==> config.mk <==
export PLATFORM = sky130hd
export DESIGN_NAME = rr_multichan_recorder
export DESIGN_NICKNAME = d
export VERILOG_FILES = /design/src/rtl/rr_rec_pkg.sv /design/src/rtl/rr_sync_fifo.sv /design/src/rtl/rr_multichan_recorder.sv
export SDC_FILE = /design/constraint.sdc
export NUM_CORES = 2
export LEC_CHECK = 0
export ABC_AREA = 1
export BUFFER_PORTS_ARGS = -buffer_cell sky130_fd_sc_hd__buf_4
export CORE_MARGIN = 3
export CORE_UTILIZATION = 62
export DETAILED_ROUTE_END_ITERATION = 7
export PLACE_DENSITY_LB_ADDON = 0.1
export SYNTH_ARGS = -nofsm -noshare
export SYNTH_HDL_FRONTEND = slang
export SYNTH_SLANG_ARGS = --single-unit
==> constraint.sdc <==
create_clock -name clk -period 14.1 [get_ports clk]
set_input_delay 2.82 -clock clk [delete_from_list [all_inputs] [get_ports clk]]
set_output_delay 2.82 -clock clk [all_outputs]
set_load 0.03 [all_outputs]
==> src/rtl/rr_rec_pkg.sv <==
// rtl/rr_rec_pkg.sv - shared types and widths for the multichannel recorder (optional RR_REC_TIMESTAMP_EN)
package rr_rec_pkg;

    localparam int TS_W = 16;

`ifdef RR_REC_TIMESTAMP_EN
    localparam bit TS_EN = 1'b1;
`else
    localparam bit TS_EN = 1'b0;
`endif

    typedef enum logic [1:0] {
        ST_RUN   = 2'd0,
        ST_FLUSH = 2'd1,
        ST_DONE  = 2'd2
    } rec_state_t;

    // Entry layout, MSB first: [timestamp], busy, fire, payload.
    function automatic int log_w(input int nch, input int ch_width);
        return 2 * nch + nch * ch_width + (TS_EN ? TS_W : 0);
    endfunction

endpackage

==> src/rtl/rr_sync_fifo.sv <==
// rtl/rr_sync_fifo.sv - first-word-fall-through synchronous FIFO with occupancy count
module rr_sync_fifo #(
    parameter int WIDTH = 8,
    parameter int DEPTH = 16
) (
    input  logic                     clk,
    input  logic                     sync_rst,
    input  logic                     push,
    input  logic [WIDTH-1:0]         push_data,
    input  logic                     pop,
    output logic [WIDTH-1:0]         head_data,
    output logic                     empty,
    output logic                     full,
    output logic [$clog2(DEPTH):0]   count
);

    localparam int AW = $clog2(DEPTH);
    localparam logic [AW:0] FULL_CNT = (AW + 1)'(DEPTH);

    logic [WIDTH-1:0] mem [DEPTH];
    logic [AW-1:0]    wr_ptr;
    logic [AW-1:0]    rd_ptr;
    logic             do_push;
    logic             do_pop;

    assign empty   = (count == '0);
    assign full    = (count == FULL_CNT);
    assign do_pop  = pop & ~empty;
    // A push into a full FIFO is only accepted when the head leaves in the same cycle.
    assign do_push = push & (~full | do_pop);

    always_ff @(posedge clk) begin
        if (sync_rst) begin
            wr_ptr <= '0;
            rd_ptr <= '0;
            count  <= '0;
        end else begin
            if (do_push) begin
                wr_ptr <= wr_ptr + 1'b1;
            end
            if (do_pop) begin
                rd_ptr <= rd_ptr + 1'b1;
            end
            count <= count + (AW + 1)'(do_push) - (AW + 1)'(do_pop);
        end
    end

    always_ff @(posedge clk) begin
        if (do_push) begin
            mem[wr_ptr] <= push_data;
        end
    end

    assign head_data = mem[rd_ptr];

endmodule

==> src/rtl/rr_multichan_recorder.sv <==
// rtl/rr_multichan_recorder.sv - pass-through valid/ready recorder logging every handshake cycle (optional RR_REC_TIMESTAMP_EN)
module rr_multichan_recorder
    import rr_rec_pkg::*;
#(
    parameter int NCH      = 3,
    parameter int CH_WIDTH = 64,
    parameter int DEPTH    = 16,
    localparam int LOG_W   = log_w(NCH, CH_WIDTH)
) (
    input  logic                    clk,
    input  logic                    sync_rst,
    input  logic [NCH-1:0]          ch_in_valid,
    output logic [NCH-1:0]          ch_in_ready,
    input  logic [NCH*CH_WIDTH-1:0] ch_data,
    output logic [NCH-1:0]          ch_out_valid,
    input  logic [NCH-1:0]          ch_out_ready,
    output logic                    log_valid,
    input  logic                    log_ready,
    output logic [LOG_W-1:0]        log_data,
    input  logic                    flush_req,
    output logic                    flush_done,
    output logic [31:0]             stall_cycles
);

    localparam int CW = $clog2(DEPTH) + 1;

    rec_state_t              state;
    logic                    stall;
    logic                    gate;
    logic [NCH-1:0]          fire;
    logic [NCH-1:0]          busy;
    logic                    push;
    logic                    pop;
    logic                    fifo_empty;
    logic                    fifo_full;
    logic [CW-1:0]           count;
    logic [CW-1:0]           occ_next;
    logic [NCH*CH_WIDTH-1:0] payload;
    logic [LOG_W-1:0]        entry;

    // fifo_full can never assert (stall caps occupancy at DEPTH-1); it only backs up the stall.
    assign gate         = stall | fifo_full | sync_rst | (state != ST_RUN);
    assign ch_out_valid = ch_in_valid & {NCH{~gate}};
    assign ch_in_ready  = ch_out_ready & {NCH{~gate}};
    assign fire         = ch_in_valid & ch_in_ready;
    assign busy         = ch_in_valid & ~ch_in_ready;
    assign push         = |fire;
    assign log_valid    = ~fifo_empty & ~sync_rst;
    assign pop          = log_valid & log_ready;
    assign occ_next     = count + CW'(push) - CW'(pop);
    assign flush_done   = (state == ST_DONE);

    always_comb begin
        payload = '0;
        for (int i = 0; i < NCH; i++) begin
            if (fire[i]) begin
                payload[i*CH_WIDTH +: CH_WIDTH] = ch_data[i*CH_WIDTH +: CH_WIDTH];
            end
        end
    end

`ifdef RR_REC_TIMESTAMP_EN
    logic [TS_W-1:0] ts_cnt;

    always_ff @(posedge clk) begin
        if (sync_rst) begin
            ts_cnt <= '0;
        end else if (push) begin
            ts_cnt <= TS_W'(1);
        end else if (ts_cnt != '1) begin
            ts_cnt <= ts_cnt + 1'b1;
        end
    end

    assign entry = {ts_cnt, busy, fire, payload};
`else
    assign entry = {busy, fire, payload};
`endif

    // Stall looks at the post-update occupancy so log_ready never reaches ch_in_ready combinationally.
    always_ff @(posedge clk) begin
        if (sync_rst) begin
            stall <= 1'b0;
        end else begin
            stall <= (occ_next >= CW'(DEPTH - 1));
        end
    end

    always_ff @(posedge clk) begin
        if (sync_rst) begin
            state <= ST_RUN;
        end else begin
            case (state)
                ST_RUN:   state <= flush_req ? ST_FLUSH : ST_RUN;
                ST_FLUSH: state <= fifo_empty ? ST_DONE : ST_FLUSH;
                ST_DONE:  state <= ST_RUN;
                default:  state <= ST_RUN;
            endcase
        end
    end

    always_ff @(posedge clk) begin
        if (sync_rst) begin
            stall_cycles <= '0;
        end else if (gate && (|ch_in_valid) && (stall_cycles != '1)) begin
            stall_cycles <= stall_cycles + 32'd1;
        end
    end

    rr_sync_fifo #(
        .WIDTH (LOG_W),
        .DEPTH (DEPTH)
    ) u_log_fifo (
        .clk       (clk),
        .sync_rst  (sync_rst),
        .push      (push),
        .push_data (entry),
        .pop       (pop),
        .head_data (log_data),
        .empty     (fifo_empty),
        .full      (fifo_full),
        .count     (count)
    );

endmodule
==> impl_metrics.ini <==
[status]
status = completed

[cts]
cts_tree = done
clock_sinks = 3220
cts_buffers = 333
cts-root-buf = clkbuf_16
postCtsSetupRepairBufs = 0
h-tree-depth = 5
postCtsResizedCells = 0
cts_hold_buf = 0
worst_skew_pair.late_latency_ns = 0.95
clk_pin_slew_worst_paths_ns = 0.06
cts_max_path_buffers = 4

[floorplanning]
num_io_pins = 440
core_area_mm2 = 0.2031
dieArea_mm2 = 0.2106
rows = 165
die_h_um = 458.9
initial_utilization_pct = 62.60
die_width_um = 458.9

[global_routing]
first_global_vias = 79470
grt_max_degree = 281
grt_pass1_wl_um = 494200
grt_usage_pct = 31.07
antenna_found_initial = 7
gr-total-overflow = 0

[logic_synthesis]
seq_area_frac_synth_pct = 75.63
ys_seq_elements = 3220
syn_avg_cell_area_um2 = 13.06
synthesis.instances = 9734
synth-main-ff-cell = edfxtp_1
syn_area_mm2 = 0.1272
yosysWarnings = 0
syn-num-nets = 9953
synth_edf_count = 3168
async_flop_share_pct = 0
ys_types = 40

[routing]
drt-met1-wl_um = 133900
first_iter_violations = 10920
routed.top_layer = met5
drc = 0
first_pass_iters = 6
routed_wl_um = 333100
avgRoutedWirePerCell_um = 25.93
vias = 82380
via_per_inst = 6.413
wl_met2_um = 157300
drtAntennaViolNets = 0
route.met3.wl_um = 30920

[layout]
syn_to_final_growth_pct = 11.74
final_cell_count_no_fill = 12850
fin_area_mm2 = 0.1421
mostFrequentLayoutCells = edfxtp_1, nor2_1, o21ai_0
fin_util_pct = 69.94
final_common_cell = edfxtp_1
final_nets = 10150
drive_gt1_share_pct = 10.29

[sta]
finalHoldViolations = 0
worst_pin_slew_ns = 1.331
fin_crit_ns = 8.569
tns_ns = 0
final_max_slew_viol_count = 0
slew_headroom_pct = 10.92
hold_ws_ns = 0.5064
max_freq_ghz = 0.1167
setup_ws_ns = 5.531
rsz0062_at_grt = false
clock_skew_ns = 0.04389
fin_crit_sh_pct = 60.77
setup_viol_count_final = 0

[critical_path]
critical_path_arrival_ns = 5.75
critPathBufInv = 4
required_ns = 11.28
path_class = register to primary output
crit_path_end_kind = primary output
startpoint_type = register
crit_family = buffers and inverters
cpMostUsedCell = buf_4
cp_cell_sequence = buf_4 -> buf_4 -> buf_4 -> o21ai_0 -> o22ai_1 -> nand2_1 -> nand2_1 -> nand2_1 -> o21ai_1 -> buf_4
worstPathMaxFanout = 120
slowest_delay_ns = 1.04
cp_slowest_cell = buf_4

[placed_design]
place.gp.congestion = 0.8135
hpwlAfterDp_um = 159800
place_inst = 12270
port-buffer-count = 439
post-place-ws_ns = 6.048
place_area_mm2 = 0.1320

[pwr]
p_leak_nw = 47.41
combPwrFrac_pct = 18.9
switching_share_pct = 28.74
intPower_mw = 16.77
clkPwrFrac_pct = 35.2
power_mw = 23.53
power_switching_mw = 6.764
vdd_ir_drop_max_mv = 0.1333
p_per_area_mw_per_mm2 = 165.6
seq_power_share_pct = 45.9

[hold_path]
hold_path_class = register to register

[flow_run]
maxCapViolations = 0
power groups by stage:
stage	clock network, mW	logic (mW)	registers, mW
floorplan	0	2.95	11.0
global route	8.75	4.82	10.8
global placement	0	4.31	11.0
finish	8.29	4.45	10.8
detailed placement	0	4.41	11.0
CTS	8.37	4.43	10.8
final cells by class:
class | count | area, µm²
flip-flops and latches | 3220 | 96190
fillers | 13750 | 61060
multi-input cells | 5561 | 27030
clock buffers | 416 | 8782
repair buffers | 550 | 4317
well taps | 2672 | 3343
clock inverters | 159 | 1318
inverters | 264 | 1100
diodes | 3 | 7.507
per-layer routing:
layer / track usage [%] / up-vias
met5: 0 / -
met4: 11.01 / 2
met3: 5.030 / 598
met2: 49.20 / 4411
met1: 44.44 / 41060
li1: - / 36300
cells in the mapped netlist, types with 26 or more instances:
cell type | instances | share of area, %
nand2_1 | 591 | 1.7
o22ai_1 | 428 | 2.1
inv_1 | 258 | 0.76
buf_2 | 214 | 0.84
nor2_1 | 2018 | 6.0
o21ai_1 | 226 | 0.89
clkbuf_1 | 418 | 1.2
edfxtp_1 | 3168 | 75
o221ai_1 | 274 | 1.9
a21oi_1 | 26 | 0.10
nand3_1 | 136 | 0.54
dfxtp_1 | 52 | 0.82
o21ai_0 | 1607 | 6.3
o211ai_1 | 165 | 0.97
worst min-delay path, stage by stage (launching register included):
cell,delay (ns)
dfxtp_1,0.31
inv_1,0.09
nor3_1,0.06
path summary, 6_finish.rpt:
kind	from	end	slack [ns]	cells past startpoint
worst max-delay path	register	log_data[175]	5.53	10
worst min-delay path	state[0]	state[1]	0.51	2
worst max register to register	u_log_fifo.count[2]	u_log_fifo.mem[0][59]	8.84	11
worst min register to register	state[0]	state[1]	0.51	2
registers in the layout, indices dropped and copies added (netlist names), named ones only:
name and flops:
u_log_fifo.count 5, stall_cycles 32, u_log_fifo.rd_ptr 4, stall 1, state 2, u_log_fifo.mem 3168, u_log_fifo.wr_ptr 4
kinds of logic after synthesis:
group,share of synthesized area [%]
AO/OA/AOI/OAI,12.37
XOR/XNOR,0.1378
adder cells (fa/ha/maj),0.1791
buffers and inverters,3.174
flip-flops,75.63
AND/OR/NAND/NOR,8.508
Note: power is estimated with default switching activity, not from simulation.
